$ cat src/rtl/invader_fleet_ctrl.sv
// -----------------------------------------------------------------------------
// invader_fleet_ctrl
//
// Sequences the invader formation. It owns the alive bitmap and marches the
// formation one step every `period` frames. At a screen edge it drops the
// formation and reverses its direction. The march speeds up as invaders die
// (period = max(PERIOD_MIN, alive_count)). It accepts kill requests from the
// collision logic. It raises sticky cleared/landed flags for game-state logic.
//
// Ports:
//   clk, rst        system clock, synchronous active-high reset
//   frame           one-cycle pulse per video frame (drives step scheduling)
//   start           begins a wave from IDLE, reloads a wave from CLEARED
//   enable          pause when low (frame counter and motion hold)
//   kill_valid      kill request strobe, with kill_row / kill_col address
//   fleet_x/_y      formation origin (top-left of cell row 0, col 0)
//   dir_right       1 = marching right
//   alive           alive bitmap, bit index = row*COLS + col
//   alive_count     population count of alive
//   step_pulse      one cycle per executed step or drop
//   fleet_cleared   sticky, every invader killed
//   fleet_landed    sticky, formation bottom reached LAND_Y
// All outputs are registered.
// -----------------------------------------------------------------------------
module invader_fleet_ctrl #(
  parameter int ROWS       = 4,
  parameter int COLS       = 8,
  parameter int CELL_W     = 32,
  parameter int CELL_H     = 24,
  parameter int START_X    = 64,
  parameter int START_Y    = 48,
  parameter int X_MIN      = 16,
  parameter int X_MAX      = 624,
  parameter int STEP_X     = 4,
  parameter int STEP_Y     = 16,
  parameter int LAND_Y     = 400,
  parameter int PERIOD_MIN = 2
) (
  input  logic                             clk,
  input  logic                             rst,
  input  logic                             frame,
  input  logic                             start,
  input  logic                             enable,
  input  logic                             kill_valid,
  input  logic [$clog2(ROWS)-1:0]          kill_row,
  input  logic [$clog2(COLS)-1:0]          kill_col,
  output logic [9:0]                       fleet_x,
  output logic [9:0]                       fleet_y,
  output logic                             dir_right,
  output logic [ROWS*COLS-1:0]             alive,
  output logic [$clog2(ROWS*COLS+1)-1:0]   alive_count,
  output logic                             step_pulse,
  output logic                             fleet_cleared,
  output logic                             fleet_landed
);

  localparam int N   = ROWS * COLS;
  localparam int ACW = $clog2(N + 1);
  localparam int IW  = $clog2(N);
  localparam int CW  = $clog2(COLS);
  localparam int RW  = $clog2(ROWS);

  typedef enum logic [1:0] {
    ST_IDLE    = 2'd0,
    ST_MARCH   = 2'd1,
    ST_CLEARED = 2'd2,
    ST_LANDED  = 2'd3
  } state_e;

  state_e           state_q, state_d;
  logic [9:0]       fleet_x_q, fleet_x_d;
  logic [9:0]       fleet_y_q, fleet_y_d;
  logic             dir_q, dir_d;
  logic [N-1:0]     alive_q, alive_d;
  logic [ACW-1:0]   count_q, count_d;
  logic [ACW-1:0]   frame_cnt_q, frame_cnt_d;
  logic             step_q, step_d;
  logic             cleared_q, cleared_d;
  logic             landed_q, landed_d;

  logic [COLS-1:0]  col_any_s;
  logic [ROWS-1:0]  row_any_s;
  logic [CW-1:0]    l_col_s, r_col_s;
  logic [RW-1:0]    b_row_s;
  logic [11:0]      left_edge_s, right_edge_s, bottom_s;
  logic [9:0]       x_step_s, y_drop_s;
  logic             drop_s, land_s;
  logic [ACW-1:0]   period_s;
  logic [IW-1:0]    kill_idx_s;
  logic             kill_ok_s;

  // Occupancy per column/row, then leftmost/rightmost column and bottom row.
  always_comb begin
    col_any_s = '0;
    row_any_s = '0;
    l_col_s   = '0;
    r_col_s   = '0;
    b_row_s   = '0;
    for (int r = 0; r < ROWS; r++) begin
      for (int c = 0; c < COLS; c++) begin
        col_any_s[c] = col_any_s[c] | alive_q[r*COLS + c];
        row_any_s[r] = row_any_s[r] | alive_q[r*COLS + c];
      end
    end
    // Descending scan leaves the lowest occupied column in l_col_s.
    for (int c = COLS - 1; c >= 0; c--) begin
      l_col_s = col_any_s[c] ? CW'(c) : l_col_s;
    end
    for (int c = 0; c < COLS; c++) begin
      r_col_s = col_any_s[c] ? CW'(c) : r_col_s;
    end
    for (int r = 0; r < ROWS; r++) begin
      b_row_s = row_any_s[r] ? RW'(r) : b_row_s;
    end
  end

  // Edge tests, candidate move/drop results, landing test and step period.
  always_comb begin
    left_edge_s  = 12'(fleet_x_q) + 12'(l_col_s) * 12'(CELL_W);
    right_edge_s = 12'(fleet_x_q) + (12'(r_col_s) + 12'd1) * 12'(CELL_W);
    x_step_s     = dir_q ? (fleet_x_q + 10'(STEP_X)) : (fleet_x_q - 10'(STEP_X));
    y_drop_s     = fleet_y_q + 10'(STEP_Y);
    bottom_s     = 12'(y_drop_s) + (12'(b_row_s) + 12'd1) * 12'(CELL_H);
    land_s       = (bottom_s >= 12'(LAND_Y));
    // The origin is unsigned, so when the left column has been shot away a
    // further left step could take fleet_x below zero; that case drops too.
    if (dir_q) begin
      drop_s = (right_edge_s + 12'(STEP_X)) > 12'(X_MAX);
    end else begin
      drop_s = (left_edge_s < 12'(X_MIN + STEP_X)) || (fleet_x_q < 10'(STEP_X));
    end
    if (count_q > ACW'(PERIOD_MIN)) begin
      period_s = count_q;
    end else begin
      period_s = ACW'(PERIOD_MIN);
    end
  end

  // Kill request decode: in range, addressed invader alive, wave active.
  always_comb begin
    kill_idx_s = IW'(int'(kill_row) * COLS + int'(kill_col));
    kill_ok_s  = kill_valid
              && ((state_q == ST_MARCH) || (state_q == ST_CLEARED))
              && (int'(kill_row) < ROWS) && (int'(kill_col) < COLS)
              && alive_q[kill_idx_s];
  end

  // Next-state, motion scheduling and kill application.
  always_comb begin
    state_d     = state_q;
    fleet_x_d   = fleet_x_q;
    fleet_y_d   = fleet_y_q;
    dir_d       = dir_q;
    alive_d     = alive_q;
    count_d     = count_q;
    frame_cnt_d = frame_cnt_q;
    step_d      = 1'b0;
    cleared_d   = cleared_q;
    landed_d    = landed_q;

    case (state_q)
      ST_IDLE: begin
        if (start) begin
          state_d = ST_MARCH;
        end else begin
          state_d = ST_IDLE;
        end
      end
      ST_MARCH: begin
        // An empty bitmap wins over motion; extents are meaningless then.
        if (alive_q == '0) begin
          state_d   = ST_CLEARED;
          cleared_d = 1'b1;
        end else if (enable && frame) begin
          if (frame_cnt_q >= period_s - ACW'(1)) begin
            frame_cnt_d = '0;
            step_d      = 1'b1;
            if (drop_s) begin
              fleet_y_d = y_drop_s;
              dir_d     = ~dir_q;
              if (land_s) begin
                state_d  = ST_LANDED;
                landed_d = 1'b1;
              end else begin
                state_d  = ST_MARCH;
              end
            end else begin
              fleet_x_d = x_step_s;
            end
          end else begin
            frame_cnt_d = frame_cnt_q + ACW'(1);
          end
        end else begin
          frame_cnt_d = frame_cnt_q;
        end
      end
      ST_CLEARED: begin
        if (start) begin
          state_d     = ST_MARCH;
          fleet_x_d   = 10'(START_X);
          fleet_y_d   = 10'(START_Y);
          dir_d       = 1'b1;
          alive_d     = '1;
          count_d     = ACW'(N);
          frame_cnt_d = '0;
          cleared_d   = 1'b0;
        end else begin
          state_d = ST_CLEARED;
        end
      end
      ST_LANDED: begin
        state_d = ST_LANDED;
      end
      default: begin
        state_d = ST_IDLE;
      end
    endcase

    // A kill in the same cycle as a move is independent of it: the move has
    // already been computed from the pre-kill extents above.
    if (kill_ok_s) begin
      alive_d[kill_idx_s] = 1'b0;
      count_d             = count_q - ACW'(1);
    end else begin
      count_d = count_d;
    end
  end

  // State and datapath registers with synchronous reset.
  always_ff @(posedge clk) begin
    if (rst) begin
      state_q     <= ST_IDLE;
      fleet_x_q   <= 10'(START_X);
      fleet_y_q   <= 10'(START_Y);
      dir_q       <= 1'b1;
      alive_q     <= '1;
      count_q     <= ACW'(N);
      frame_cnt_q <= '0;
      step_q      <= 1'b0;
      cleared_q   <= 1'b0;
      landed_q    <= 1'b0;
    end else begin
      state_q     <= state_d;
      fleet_x_q   <= fleet_x_d;
      fleet_y_q   <= fleet_y_d;
      dir_q       <= dir_d;
      alive_q     <= alive_d;
      count_q     <= count_d;
      frame_cnt_q <= frame_cnt_d;
      step_q      <= step_d;
      cleared_q   <= cleared_d;
      landed_q    <= landed_d;
    end
  end

  assign fleet_x       = fleet_x_q;
  assign fleet_y       = fleet_y_q;
  assign dir_right     = dir_q;
  assign alive         = alive_q;
  assign alive_count   = count_q;
  assign step_pulse    = step_q;
  assign fleet_cleared = cleared_q;
  assign fleet_landed  = landed_q;

endmodule

$ cat config.mk
export PLATFORM = sky130hd
export DESIGN_NAME = invader_fleet_ctrl
export DESIGN_NICKNAME = d
export VERILOG_FILES = /design/src/rtl/invader_fleet_ctrl.sv
export SDC_FILE = /design/constraint.sdc
export NUM_CORES = 1
export LEC_CHECK = 0
export BUFFER_PORTS_ARGS = -buffer_cell sky130_fd_sc_hd__buf_2
export CORE_MARGIN = 2
export CORE_UTILIZATION = 57
export CTS_CLUSTER_DIAMETER = 40
export DETAILED_ROUTE_END_ITERATION = 12
export PLACE_DENSITY = 0.77
export REMOVE_ABC_BUFFERS = 1
export SYNTH_ARGS = -nofsm -noshare
export SYNTH_HDL_FRONTEND = slang
export SYNTH_SLANG_ARGS = --single-unit
$ cat constraint.sdc
create_clock -name clk -period 4.5 [get_ports clk]
set_clock_uncertainty 0.2 [all_clocks]
set_input_delay 0.225 -clock clk [delete_from_list [all_inputs] [get_ports clk]]
set_output_delay 0.225 -clock clk [all_outputs]
set_load 0.05 [all_outputs]
==> results of run 1 <==
critical path: stages (launching register included):
cell	delay, ps
dfxtp_1	360
nor4_1	500
nand2_1	170
a31o_2	240
ha_1	290
ha_1	370
a21o_2	240
a311oi_1	350
o211ai_1	160
o211a_2	280
a21oi_4	340
o21ai_2	90
and2_4	200
a221o_1	330
power breakdown:
| group | switching, mW | internal (mW) | total [mW] |
|---|---|---|---|
| Combinational | 0.244 | 0.152 | 0.396 |
| Clock | 0.252 | 0.330 | 0.582 |
| Sequential | 0.0270 | 0.582 | 0.609 |
| Total | 0.523 | 1.06 | 1.59 |
synthesized netlist by cell type, drive strengths merged (5+ instances only):
cell | count | share of area (%)
a21o | 7 | 1.2
nand2b | 10 | 1.4
ha | 30 | 8.3
nor3 | 14 | 1.6
nor4 | 15 | 2.2
a21oi | 24 | 2.9
or3 | 7 | 0.97
dfxtp | 64 | 28
o22ai | 31 | 4.3
o21ai | 20 | 2.4
a31oi | 5 | 0.70
nand3b | 8 | 1.3
xnor2 | 6 | 1.2
and3 | 6 | 0.86
inv | 24 | 2.0
or4 | 10 | 1.8
mux4 | 8 | 4.0
nand2 | 69 | 5.8
nor2 | 45 | 3.8
mux2i | 12 | 2.7
buf | 12 | 1.9
xor2 | 5 | 0.97
nor2b | 10 | 1.4
clkbuf | 21 | 2.2
nand3 | 14 | 1.6
o211ai | 6 | 1.0
cell families (layout without fill, tap and decap cells):
logic type | after synthesis | after routing | share of synthesized area, %
and+or+nand+nor | 223 | 223 | 25.3
AOI/OAI and AO/OA | 138 | 138 | 21.3
DFF | 64 | 64 | 28.5
buffers and inverters | 57 | 110 | 6.15
adders and majority gates | 32 | 32 | 9.24
muxes | 22 | 22 | 7.18
xor gates and xnor gates | 11 | 11 | 2.14
other | 2 | 8 | 0.167
layout make-up:
| class | instances | share of cell area [%] |
|---|---|---|
| multi-input cells | 434 | 58.8 |
| flip-flops and latches | 64 | 25.3 |
| repair buffers | 70 | 7.10 |
| clock buffers | 10 | 2.71 |
| well taps | 102 | 2.52 |
| clock inverters | 6 | 1.80 |
| inverters | 24 | 1.78 |
metrics by stage:
stage               hold slack (ps)  instances
CTS                            67.5        710
floorplan                      94.1        522
global route                   95.4        710
detailed placement              287        694
global placement                274        694
finish                         73.0        710
timing repair:
| action | in CTS | in global routing |
|---|---|---|
| setup buffers | 0 | 0 |
| resized for setup | 0 | 4 |
| endpoints found under the setup margin | 0 | 13 |
metal layers:
layer | share of wire [%] | routed length [µm]
met4 | 2.3 | 277
met1 | 43 | 5230
met2 | 46 | 5650
met3 | 9.2 | 1130
met5 | 0 | 0
path summary, 6_finish.rpt:
path | slack, ps | endpoint | cells after the start
worst max-delay path | 270 | fleet_x[8] | 13
worst min-delay path | 70 | alive[6] | 4
worst min register to register | 310 | fleet_landed | 2
worst max register to register | 270 | fleet_x[8] | 13
registers in the layout, indices dropped and copies added (netlist names):
name,count
frame_cnt_q,6
alive_count,6
fleet_landed,1
fleet_y,6
state_q,2
fleet_cleared,1
dir_right,1
alive,32
fleet_x,8
step_pulse,1
==> impl_metrics.toml, run 1 <==
[outcome]
status = "finished, final reports clean"

[cells_and_area]
layout_commonest_cell = "nand2_1"
diodes = 0
design_area_um2 = 5070
final_util_pct = 66.0
drive_above_1_share_pct = 20.6
final_cell_mix = "nand2_1, buf_2, dfxtp_1"
multiInputGateArea_um2 = 2990
area_growth_pct = 12.8
nFillCells = 684
nNetsFinal = 646
seq_area_um2 = 1280

[floorplanning]
die_w_um = 92.8
dieHeight_um = 92.8
die_area_um2 = 8620
core_area_um2 = 7690
ios = 73
rows = 32
start_util_pct = 58.5

[yosys]
synth_edf_count = 0
synth.yosys.seq_area_share_pct = 28.5
avgSynthCellArea_um2 = 8.19
yosysWarnings = 0
synthArstFlopShare_pct = 0
ys_seq_elements = 64
synthCells = 549
synth_cell_types = 75
ys_dominant_reg_cell = "dfxtp_1"
synth_area_um2 = 4500

[timing]
rsz0062_at_grt = "false"
finalCriticalPeriod_ps = 4230
finalSetupViolCount = 0
tns_ps = 0
hold_viol = 0
period_share_pct = 94.0
setup_slack_ps = 270
drv_slew = 0
worst_pin_slew_ps = 1310
max_freq_mhz = 236
relSlewSlack_pct = 11.4

[clocking]
insertion_delay_ps = 350
cts-root-buf = "clkbuf_8"
path_clk_slew_ps = 80
cts_sinks = 64
h-tree-depth = 3
cts_buffer_depth = 2
hold_buffers = 0
cts_buffers = 9
cts_tree = "done"

[critical_path]
required_ps = 4540
cp-startpoint = "alive[22]"
worstReg2RegStart = "alive[22]"
arrival_ps = 4270
critPathLaunchType = "flop"
crit_fanout = 13
cp-end-kind = "flop"
path_class = "reg -> reg"

[grt]
grt_pass1_wl_um = 20000
grt_usage_pct = 28.4
met1_usage_pct = 37.7
grt_pass1_vias = 4150
grt-busiest-layer = "met2"
grt_use_met3_pct = 5.70
grt_overflow = 0
grt_max_degree = 38
antenna_found_initial = 0
gr-usage-met2_pct = 45.8

[placed_design]
io_buffers = 66
postPlaceCellArea_um2 = 4820
dp_slack_ps = 149
place_congestion = 0.984
dp_hpwl_um = 8840

[min_path]
hold_start = "kill_col[2]"
min_path_type = "in -> reg"

[routing]
firstDrtPassIters = 5
drt_iter0_drc = 250
routedWlPerCell_um = 17.3
final_antenna_net_count = 0
vias = 4455
drt-total-wl_um = 12300
viasPerCell = 6.27
drc_errors = 0

[power_and_ir_drop]
cellPowerDensity_nw_per_um2 = 313
totalPowerFinal_mw = 1.59
ir_drop_mv = 0.228
p_leak_nw = 2.04

[job]
drv_cap = 0
(Power assumes the default switching activity.)
==> run 2, diff against run 1 <==
Settings changed: PLACE_DENSITY 0.77 to 0.8.
==> run 2 against run 1 <==
Clock power decreased by 14%; flip-flop and latch count unchanged; critical path depth unchanged; critical path type unchanged; largest cell class unchanged.
==> impl_metrics.toml, run 2 (synthesis gave the netlist of run 1 again) <==
[timing]
hold_viol = 0
worst_pin_slew_ps = 1190
drv_slew = 0
rsz0062_at_grt = "false"
tns_ps = 0
relSlewSlack_pct = 19.9
max_freq_mhz = 233
period_share_pct = 95.4
finalSetupViolCount = 0
finalCriticalPeriod_ps = 4290

[clocking]
cts_buffers = 9
path_clk_slew_ps = 80
cts_buffer_depth = 2
insertion_delay_ps = 350
cts-root-buf = "clkbuf_8"
post_cts_buffers = 0
cts_sinks = 64
hold_buffers = 0
cts_tree = "done"
h-tree-depth = 3

[min_path]
min_path_type = "in -> reg"

[placed_design]
place_congestion = 1.01
io_buffers = 66
dp_hpwl_um = 8960
postPlaceCellArea_um2 = 4830

[power_and_ir_drop]
internal-power_mw = 0.990
p_comb_share_pct = 26.7
swShare_pct = 34.3
cellPowerDensity_nw_per_um2 = 299
p_leak_nw = 2.02
seqPwrFrac_pct = 40.3
power.switching_mw = 0.518
clkPwrFrac_pct = 33.0
ir_drop_mv = 0.161

[grt]
grt_usage_pct = 29.2
antenna_found_initial = 0
grt_pass1_wl_um = 20100
grt_pass1_vias = 4237
grt_overflow = 0
grt_max_degree = 39

[cells_and_area]
nFillCells = 673
design_area_um2 = 5040
final_cell_mix = "nand2_1, buf_2, dfxtp_1"
drive_above_1_share_pct = 20.5
nNetsFinal = 647
area_growth_pct = 12.2
diodes = 0
largest_reg_flops = 32
layout_commonest_cell = "nand2_1"
final_util_pct = 65.6

[floorplanning]
rows = 32
die_w_um = 92.8
die_area_um2 = 8620
start_util_pct = 58.5
core_area_um2 = 7690
ios = 73
dieHeight_um = 92.8

[routing]
routedWlPerCell_um = 17.3
drt-total-wl_um = 12300
drc_errors = 0
vias = 4520
final_antenna_net_count = 0
drt_iter0_drc = 253
viasPerCell = 6.36
firstDrtPassIters = 5

[critical_path]
slowest_stage = "nor4_1"
cp-end-kind = "flop"
critPathLaunchType = "flop"
path_cells = "nor4_1 -> nand2_1 -> a31o_2 -> ha_1 -> ha_1 -> nor3_1 -> a2111oi_0 -> or4_4 -> o211a_2 -> a21oi_4 -> o21ai_2 -> and2_4 -> a221o_1"
rrSetupSlack_ps = 210
crit_fanout = 13
cp.buffers_inverters = 0
critPathTopFamily = "simple AND/OR/NAND/NOR gates"
required_ps = 4530
crit_path_max_incr_delay_ps = 510
crit_top_cell = "ha_1"
path_class = "reg -> reg"
arrival_ps = 4320

[outcome]
status = "finished, final reports clean"

[job]
drv_cap = 0
-- run 2: cell types whose count changed in the layout (fill, tap and decap cells not counted) --
cell	change
clkinv_2	+1
buf_4	+1
clkbuf_8	-1
nor3_2	-1
clkinvlp_4	+2
nor3_1	+1
inv_6	-1
bufinv_16	-1
-- run 2: worst register-to-register path, stage by stage, from the launching register on --
cell	delay (ps)
dfxtp_1	350
nor4_1	510
nand2_1	180
a31o_2	250
ha_1	290
ha_1	350
nor3_1	330
a2111oi_0	140
or4_4	440
o211a_2	170
a21oi_4	330
o21ai_2	100
and2_4	200
a221o_1	340
-- run 2: path summary, 6_finish.rpt --
kind                                endpoint    startpoint  cells past startpoint
worst max-delay path              fleet_x[8]     alive[31]                     13
worst min-delay path               alive[14]   kill_row[1]                      3
worst max register to register    fleet_x[8]     alive[31]                     13
worst min register to register  fleet_landed  fleet_landed                      2
-- run 2: per-layer routing --
metal | up-vias | share of wire (%) | GRT usage (%)
li1 | 2114 | - | -
met1 | 2109 | 41 | 36.4
met2 | 247 | 46 | 48.5
met3 | 50 | 8.7 | 4.72
met4 | 0 | 4.1 | 14.8
met5 | - | 0 | 0
-- run 2: through the flow --
step | setup slack, ps | hold WS [ps] | total power, mW | cells
floorplan | 378 | 94.1 | 0.920 | 522
CTS | 200 | 38.5 | 1.51 | 711
detailed placement | 244 | 281 | 1.01 | 695
global placement | 315 | 276 | 0.994 | 695
global route | 7.90 | 61.3 | 1.58 | 711
finish | 206 | 52.5 | 1.51 | 711
-- run 2: layout make-up --
cell class,instances,area [µm²],area share [%]
clock inverters,7,72.6,1.44
flip-flops and latches,64,1280,25.4
well taps,102,128,2.53
repair buffers,71,368,7.29
inverters,24,90.1,1.79
clock buffers,9,124,2.46
multi-input cells,434,2980,59.1
-- run 2: power groups by stage --
stage	logic, mW	registers, mW	clock network (mW)
3_3_place_gp	0.375	0.620	0
2_1_floorplan	0.263	0.657	0
6_report	0.402	0.608	0.498
5_1_grt	0.441	0.612	0.530
4_1_cts	0.397	0.607	0.504
3_5_place_dp	0.393	0.620	0
-- run 2: what timing repair did --
| item | in CTS | in global routing |
|---|---|---|
| endpoints found under the hold margin | 0 | 0 |
| resized for setup | 0 | 3 |
| endpoints found under the setup margin | 0 | 3 |
